## config.mk

```make
export PLATFORM = sky130hd
export DESIGN_NAME = sprite_motion_ctrl
export DESIGN_NICKNAME = d
export VERILOG_FILES = /design/src/rtl/sprite_motion_ctrl.sv
export SDC_FILE = /design/constraint.sdc
export NUM_CORES = 1
export LEC_CHECK = 0
export ABC_AREA = 1
export CELL_PAD_IN_SITES_DETAIL_PLACEMENT = 1
export CELL_PAD_IN_SITES_GLOBAL_PLACEMENT = 1
export CORE_AREA = 2 2 103 105
export DETAILED_ROUTE_END_ITERATION = 7
export DIE_AREA = 0 0 105 107
export GPL_TIMING_DRIVEN = 0
export PLACE_DENSITY = 0.83
export SETUP_SLACK_MARGIN = 0.2
export SLEW_MARGIN = 0
export SYNTH_ARGS = -nofsm -noshare
export SYNTH_HDL_FRONTEND = slang
export SYNTH_SLANG_ARGS = --single-unit
```

## constraint.sdc

```tcl
create_clock -name pixel_clk_in -period 1.7 [get_ports pixel_clk_in]
set_input_delay 0.51 -clock pixel_clk_in [delete_from_list [all_inputs] [get_ports pixel_clk_in]]
set_output_delay 0.51 -clock pixel_clk_in [all_outputs]
set_load 0.02 [all_outputs]
```

## src/rtl/sprite_motion_ctrl.sv

```systemverilog
// Per-frame position/pop scheduler for the image sprite. All visible outputs
// change together on one edge at the start of vertical blanking.
module sprite_motion_ctrl #(
    parameter int SPRITE_W       = 256,
    parameter int SPRITE_H       = 256,
    parameter int SCREEN_W       = 1280,
    parameter int SCREEN_H       = 720,
    parameter int STEP           = 2,
    parameter int FRAMES_PER_POP = 30
) (
    input  logic        pixel_clk_in,
    input  logic        rst_n_in,
    input  logic [10:0] hcount_in,
    input  logic [9:0]  vcount_in,
    input  logic        enable_in,
    input  logic        load_valid_in,
    input  logic [10:0] load_x_in,
    input  logic [9:0]  load_y_in,
    output logic        load_ready_out,
    output logic [10:0] x_out,
    output logic [9:0]  y_out,
    output logic        pop_out,
    output logic [7:0]  frame_cnt_out,
    output logic        vblank_tick_out
);

    localparam logic [11:0] XMAX       = 12'(SCREEN_W - SPRITE_W);
    localparam logic [10:0] YMAX       = 11'(SCREEN_H - SPRITE_H);
    localparam logic [11:0] STEP_X     = 12'(STEP);
    localparam logic [10:0] STEP_Y     = 11'(STEP);
    localparam logic [7:0]  CNT_LAST   = 8'(FRAMES_PER_POP - 1);
    localparam logic [9:0]  VBLANK_ROW = 10'(SCREEN_H);

    typedef enum logic [0:0] {
        ST_WAIT   = 1'b0,
        ST_UPDATE = 1'b1
    } state_t;

    state_t      state_r;
    logic        dx_pos_r;
    logic        dy_pos_r;
    logic        pending_r;
    logic [10:0] ld_x_r;
    logic [9:0]  ld_y_r;

    logic        tick_s;
    logic        accept_s;
    logic [11:0] x_ext_s;
    logic [10:0] y_ext_s;
    logic [11:0] x_nxt_s;
    logic [10:0] y_nxt_s;
    logic        dx_nxt_s;
    logic        dy_nxt_s;
    logic        pop_nxt_s;
    logic [7:0]  cnt_nxt_s;

    function automatic logic [10:0] clamp_x(input logic [10:0] v);
        if ({1'b0, v} > XMAX) return XMAX[10:0];
        else                  return v;
    endfunction

    function automatic logic [9:0] clamp_y(input logic [9:0] v);
        if ({1'b0, v} > YMAX) return YMAX[9:0];
        else                  return v;
    endfunction

    assign tick_s   = (hcount_in == 11'd0) && (vcount_in == VBLANK_ROW);
    assign accept_s = load_valid_in && load_ready_out;
    assign x_ext_s  = {1'b0, x_out};
    assign y_ext_s  = {1'b0, y_out};

    // Next bounce position/direction on each axis, widened so x+STEP cannot wrap.
    always_comb begin
        x_nxt_s  = x_ext_s;
        dx_nxt_s = dx_pos_r;
        if (dx_pos_r) begin
            if (x_ext_s + STEP_X >= XMAX) begin
                x_nxt_s  = XMAX;
                dx_nxt_s = 1'b0;
            end else begin
                x_nxt_s  = x_ext_s + STEP_X;
            end
        end else begin
            if (x_ext_s <= STEP_X) begin
                x_nxt_s  = 12'd0;
                dx_nxt_s = 1'b1;
            end else begin
                x_nxt_s  = x_ext_s - STEP_X;
            end
        end
    end

    // Same bounce rule for the vertical axis against YMAX.
    always_comb begin
        y_nxt_s  = y_ext_s;
        dy_nxt_s = dy_pos_r;
        if (dy_pos_r) begin
            if (y_ext_s + STEP_Y >= YMAX) begin
                y_nxt_s  = YMAX;
                dy_nxt_s = 1'b0;
            end else begin
                y_nxt_s  = y_ext_s + STEP_Y;
            end
        end else begin
            if (y_ext_s <= STEP_Y) begin
                y_nxt_s  = 11'd0;
                dy_nxt_s = 1'b1;
            end else begin
                y_nxt_s  = y_ext_s - STEP_Y;
            end
        end
    end

    // Frame counter wraps at FRAMES_PER_POP and flips the image select.
    always_comb begin
        pop_nxt_s = pop_out;
        cnt_nxt_s = frame_cnt_out + 8'd1;
        if (frame_cnt_out == CNT_LAST) begin
            pop_nxt_s = ~pop_out;
            cnt_nxt_s = 8'd0;
        end else begin
            pop_nxt_s = pop_out;
        end
    end

    // FSM, registered outputs and load capture.
    always_ff @(posedge pixel_clk_in or negedge rst_n_in) begin
        if (!rst_n_in) begin
            state_r         <= ST_WAIT;
            x_out           <= 11'd0;
            y_out           <= 10'd0;
            pop_out         <= 1'b1;
            frame_cnt_out   <= 8'd0;
            vblank_tick_out <= 1'b0;
            load_ready_out  <= 1'b1;
            dx_pos_r        <= 1'b1;
            dy_pos_r        <= 1'b1;
            pending_r       <= 1'b0;
            ld_x_r          <= 11'd0;
            ld_y_r          <= 10'd0;
        end else begin
            vblank_tick_out <= (state_r == ST_UPDATE);
            case (state_r)
                ST_WAIT: begin
                    if (tick_s) state_r <= ST_UPDATE;
                end
                ST_UPDATE: begin
                    state_r <= ST_WAIT;
                    if (pending_r) begin
                        x_out    <= ld_x_r;
                        y_out    <= ld_y_r;
                        dx_pos_r <= 1'b1;
                        dy_pos_r <= 1'b1;
                    end else if (enable_in) begin
                        x_out    <= x_nxt_s[10:0];
                        y_out    <= y_nxt_s[9:0];
                        dx_pos_r <= dx_nxt_s;
                        dy_pos_r <= dy_nxt_s;
                    end
                    if (enable_in) begin
                        pop_out       <= pop_nxt_s;
                        frame_cnt_out <= cnt_nxt_s;
                    end
                end
                default: state_r <= ST_WAIT;
            endcase
            // A load accepted during UPDATE is held for the following frame.
            if ((state_r == ST_UPDATE) && pending_r) begin
                pending_r      <= 1'b0;
                load_ready_out <= 1'b1;
            end else if (accept_s) begin
                pending_r      <= 1'b1;
                load_ready_out <= 1'b0;
                ld_x_r         <= clamp_x(load_x_in);
                ld_y_r         <= clamp_y(load_y_in);
            end
        end
    end

endmodule

```

== Word level (Yosys, flattened, before mapping) ==
Cells that the tools add are included.

* Register bits: 57

* $add $sub $neg: 5
* Order comparisons: 6
* Equal/unequal tests: 2
* Multiplexer cells: 29
* Bitwise operators: 3
* Reductions and logical operators: 10

{| class="wikitable"
|+ Operators with widths
! operator !! number
|-
| $mux 11 || 6
|-
| $mux 10 || 6
|-
| $mux 1 || 15
|-
| $add 11x2->12 const B || 1
|-
| $ge 12x11->1 const B || 1
|-
| $add 10x2->11 const B || 1
|-
| $ge 11x9->1 const B || 1
|-
| $gt 11x11->1 const B || 1
|-
| $le 11x2->1 const B || 1
|-
| $logic_not 11->1 || 1
|-
| $sub 11x2->11 const B || 1
|-
| $eq 10x10->1 const B || 1
|-
| $gt 10x9->1 const B || 1
|-
| $le 10x2->1 const B || 1
|-
| $sub 10x2->10 const B || 1
|-
| $add 8x1->8 const B || 1
|-
| $eq 8x5->1 const B || 1
|-
| $mux 8 || 1
|-
| $reduce_and 2->1 || 3
|-
| $reduce_bool 2->1 || 2
|-
| $logic_and 1x1->1 || 3
|-
| $not 1->1 || 3
|-
| $reduce_and 3->1 || 1
|-
| $pmux 1 s2 || 1
|}

== Logic depth before layout (Yosys ltp) ==
* Depth in word-level cells: 6
* Mapped depth: 13
* Mapped depth without buffers: 13

== Worst setup path after synthesis ==
OpenSTA, ideal clock, no wires.

* Path kind: reg-to-reg
* Start point: reg x_out[1]
* End point: reg x_out[6]
* Library setup time: 0.121 ns
* Arrival time: 1.545 ns
* Required time: 1.579 ns
* Slack: 0.034 ns
* Cell stages (with the launch flop): 11
* Cell sequence: dfrtp_1 -> ha_1 -> nand3_1 -> nor2_1 -> inv_1 -> nand3_2 -> nand2_2 -> nand2_4 -> nor2_1 -> o21bai_1 -> nand2_1

* Word-level cells in the longest chain between the ends: 6
* Elaborated cells on any way between the ends: 9
* Classes of those cells: add/sub (2); order compare (2); mux (5)

{| class="wikitable"
|+ RTL lines
! what !! line !! source
|-
| start: declaration || 20 || <nowiki>output logic [10:0] x_out,</nowiki>
|-
| start signal: assignment || 150 || <nowiki>x_out <= ld_x_r;</nowiki>
|-
| start signal: assignment || 155 || <nowiki>x_out <= x_nxt_s[10:0];</nowiki>
|-
| $add 11x2->12 || 81 || <nowiki>x_nxt_s = x_ext_s + STEP_X;</nowiki>
|-
| $ge 12x11->1 || 77 || <nowiki>if (x_ext_s + STEP_X >= XMAX) begin</nowiki>
|-
| $mux 11 || 77 ||
|-
| $mux 11 * || 76 || <nowiki>if (dx_pos_r) begin</nowiki>
|-
| $mux 11 * || 154 || <nowiki>end else if (enable_in) begin</nowiki>
|-
| $mux 11 * || 149 || <nowiki>if (pending_r) begin</nowiki>
|}

Mark *: on every way between the ends. The rest lies on a longest branch, timed or not. The select of a mux whose other input is x is not followed.
A chain may end at the register's enable or synchronous reset.

== Worst setup path after layout ==
* Start point: reg y_out[5]
* End point: reg y_out[8]

* Word-level cells in the longest chain between the ends: 6
* Elaborated cells on any way between the ends: 9
* Classes of those cells: add/sub (2); order compare (2); mux (5)

{| class="wikitable"
|+ RTL lines
! what !! line !! source
|-
| start: declaration || 21 || <nowiki>output logic [9:0] y_out,</nowiki>
|-
| start signal: assignment || 151 || <nowiki>y_out <= ld_y_r;</nowiki>
|-
| start signal: assignment || 156 || <nowiki>y_out <= y_nxt_s[9:0];</nowiki>
|-
| $add 10x2->11 || 102 || <nowiki>y_nxt_s = y_ext_s + STEP_Y;</nowiki>
|-
| $ge 11x9->1 || 98 || <nowiki>if (y_ext_s + STEP_Y >= YMAX) begin</nowiki>
|-
| $mux 10 || 98 ||
|-
| $mux 10 * || 97 || <nowiki>if (dy_pos_r) begin</nowiki>
|-
| $mux 10 * || 154 ||
|-
| $mux 10 * || 149 ||
|}

Marked as above.

==> impl_metrics.json <==
{
  "status": "complete, but fails checks",
  "violations": "negative setup slack",
  "drc": 0,
  "place_congestion": 0.838,
  "critPathMaxFanout": 9,
  "fmax_mhz": 529,
  "grt_max_degree": 35,
  "worst_path_max_delay_cell": "dfrtp_2",
  "antenna_found_initial": 0,
  "synth_xor_area_share_pct": 4.99,
  "worstPathRequired_ns": 1.95,
  "synth-edff-count": 0,
  "critPathCapture": "y_out[8]",
  "firstDrtPassIters": 4,
  "min_path_type": "input pin to asynchronous set/reset pin",
  "final_antenna_net_count": 0,
  "drive_above_1_share_pct": 44.0,
  "cts_buffers": 9,
  "critPathCaptureType": "register",
  "grt.total_usage_pct": 26.1,
  "worst-path-buf-inv": 1,
  "tightestPinTransition_ns": 0.628,
  "cts_tree": "done",
  "rsz0062_at_grt": "true",
  "p_total_uw": 3070,
  "peakVddDrop_mv": 0.423,
  "synth.most_common_cell": "nand2_1",
  "cts-root-buf": "clkbuf_8",
  "r2r_start": "y_out[5]",
  "tns_ns": -1.27,
  "synth_commonest_cells": "139 x nand2_1, 53 x dfrtp_1, 52 x nor2_1",
  "cts_buffer_depth": 2,
  "async_flop_share_pct": 100,
  "syn_area_per_cell_um2": 7.29,
  "grt_first_pass_wirelength_um": 23100,
  "synth_area_um2": 3680,
  "io_buffer_count": 77,
  "reg2reg_depth": 11,
  "postPlaceCellArea_um2": 4700,
  "crit_type": "register to register",
  "numClockSinks": 57,
  "row_count": 37,
  "yosys-top-cells-area": "dfrtp_1 36%, nand2_1 14%, nor2_1 5.3%",
  "startpoint": "y_out[5]",
  "yosysTopAreaCell": "dfrtp_1",
  "yosys.cell_types.count": 41,
  "relSlewSlack_pct": 58.1,
  "crit_chain": "buf_6, nor2_1, nand4_1, o21ai_0, o21ai_0, nand2_2, nand2_2, nand2_1, nand2_1, nand2_1, nand2_1",
  "ys.flop_type": "dfrtp_1",
  "cpLargestDelayFamily": "simple AND/OR/NAND/NOR gates",
  "clk_pin_slew_ns": 0.08,
  "ys_seq_area_share_pct": 38.9,
  "yosys.area_share.simple_pct": 32.6,
  "timing.hold.ws_ns": 0.167,
  "syn_nets": 559,
  "finalHoldViolCount": 0,
  "design_area_um2": 5990,
  "design.core.area_um2": 10100,
  "ys_ff_latch": 57,
  "finalCritPeriodShare_pct": 111,
  "arrival_ns": 2.14,
  "drt_iter0_markers": 182,
  "fin_util_pct": 59.3,
  "p_leak_uw": 0.00277,
  "final_max_slew_viol_count": 0,
  "hpwl_um": 8780,
  "synth_top_area_share_pct": 36.0,
  "setup_violations": 18,
  "dieArea_um2": 11200,
  "synthCells": 505,
  "skew_ns": 0.0152,
  "cp.depth": 11,
  "synth_top_family_by_area": "simple AND/OR/NAND/NOR gates",
  "insertion_delay_ns": 0.36,
  "ys_warn_count": 0,
  "drt-total-wl_um": 16800,
  "synthMuxAreaShare_pct": 0,
  "setup_ws_ns": -0.191,
  "die_h_um": 107,
  "num_vias": 4368,
  "cp_common_cell": "nand2_1",
  "synth_fa_ha_area_share_pct": 2.72,
  "areaGrowthSynthToFinish_pct": 62.5,
  "fillCellCount": 1215,
  "synth_compound_area_share_pct": 12.3,
  "start_util_pct": 36.5,
  "wire_per_inst_um": 21.3,
  "period_needed_ns": 1.89,
  "ios": 78,
  "reg2reg_slack_ns": -0.19,
  "vias_per_cell": 5.53,
  "gr-total-overflow": 0,
  "dieWidth_um": 105,
  "maxCapViolCount": 0,
  "power.density_nw_per_um2": 514,
  "htree_levels": 3,
  "diodes": 0,
  "nets": 703,
  "critPathLaunchType": "register",
  "cp_slowest_stage_delay_ns": 0.41,
  "grt_pass1_vias": 4595,
  "r2r-end": "y_out[8]"
}
where the power goes:
part / internal (µW) / total (µW) / leakage (µW) / switching, µW
logic: 119 / 235 / 0.00198 / 116
registers: 1400 / 1430 / 0.000686 / 31.1
clock network: 797 / 1410 / 0.000107 / 609
layer usage:
layer | GRT usage, % | up-vias | routed length [µm]
met4 | 14.8 | 0 | 871
met5 | 0 | - | 0
met2 | 46.6 | 204 | 8550
li1 | - | 1928 | -
met3 | 6.32 | 64 | 921
met1 | 28.3 | 2172 | 6480
how the worst min path moves through the flow:
stage	start	end	slack (ns)	cells after the start
2_1_floorplan	rst_n_in	frame_cnt_out[0]	0.21	0
3_3_place_gp	state_r	vblank_tick_out	0.45	0
3_5_place_dp	state_r	vblank_tick_out	0.46	0
4_1_cts	rst_n_in	x_out[7]	0.17	1
5_1_grt	rst_n_in	ld_x_r[5]	0.21	1
6_report	rst_n_in	y_out[9]	0.17	1
cell usage in the layout, fill, tap and decap left out, types with 3 or more instances in the layout:
cell,Yosys,final
nand2_2,4,23
o21ai_0,36,26
nor4_2,0,3
dfstp_2,4,4
dfrtp_1,53,35
clkbuf_1,10,4
nand3_2,3,11
buf_2,2,20
buf_4,2,43
nand3b_1,3,3
o21ai_2,3,10
ha_4,0,7
dfrtp_2,0,18
inv_2,3,13
o21ai_4,0,3
nand4_1,9,9
nor2_4,1,19
nand2_1,139,112
clkbuf_2,1,7
clkdlybuf4s15_1,0,5
nand2_4,1,7
xor2_1,16,14
dlygate4sd2_1,0,5
buf_6,5,35
xnor2_1,5,5
nor2_2,5,13
o21ai_1,6,6
clkdlybuf4s50_1,0,30
nand3_4,1,8
clkbuf_8,0,13
inv_1,45,32
nor2_1,52,26
a21oi_1,19,9
nand3_1,37,22
nor4_1,8,5
a21oi_2,0,9
o21bai_1,9,9
sequential cells by signal, indices dropped and copies added, names as in the netlist, 8 cells and up:
register	count
frame_cnt_out	8
ld_x_r	11
ld_y_r	10
x_out	11
y_out	10
worst reg2reg max path: cells and delay by family, from the launching register on:
| family | cells | cell delay [ns] |
|---|---|---|
| buffers and inverters | 1 | 0.15 |
| AO/OA/AOI/OAI | 2 | 0.42 |
| AND/OR/NAND/NOR | 8 | 0.81 |
| flip-flops | 1 | 0.41 |
kinds of logic (layout without fill, tap and decap cells):
| logic type | after synthesis | in the layout |
|---|---|---|
| xor gates and xnor gates | 21 | 21 |
| AOI/OAI and AO/OA | 79 | 79 |
| adders and majority gates | 8 | 8 |
| DFF | 57 | 57 |
| and+or+nand+nor | 270 | 270 |
| buffers and inverters | 70 | 219 |
area by class of cell:
| class | instances | area, µm² | area share (%) |
|---|---|---|---|
| timing repair buffer | 134 | 1180 | 19.8 |
| tap | 136 | 170 | 2.84 |
| buffer | 20 | 168 | 2.80 |
| multi-input combinational | 378 | 2610 | 43.6 |
| clock buffer | 14 | 173 | 2.88 |
| sequential | 57 | 1450 | 24.3 |
| inverter | 49 | 195 | 3.26 |
| clock inverter | 2 | 35.0 | 0.585 |
metrics by stage:
| step | setup WS [ns] | instances |
|---|---|---|
| floorplan | 0.182 | 505 |
| global placement | -1.92 | 718 |
| detailed placement | -0.522 | 719 |
| CTS | 0.0101 | 769 |
| global route | -0.245 | 790 |
| finish | -0.191 | 790 |
what timing repair did:
action	in CTS	in global routing
hold buffers	0	0
pin swaps	38	68
gates resized for setup	246	144
hold endpoints to repair	0	0
setup endpoints to repair	79	72
setup buffers	35	21
No activity file was read; power rests on OpenSTA's default activity.
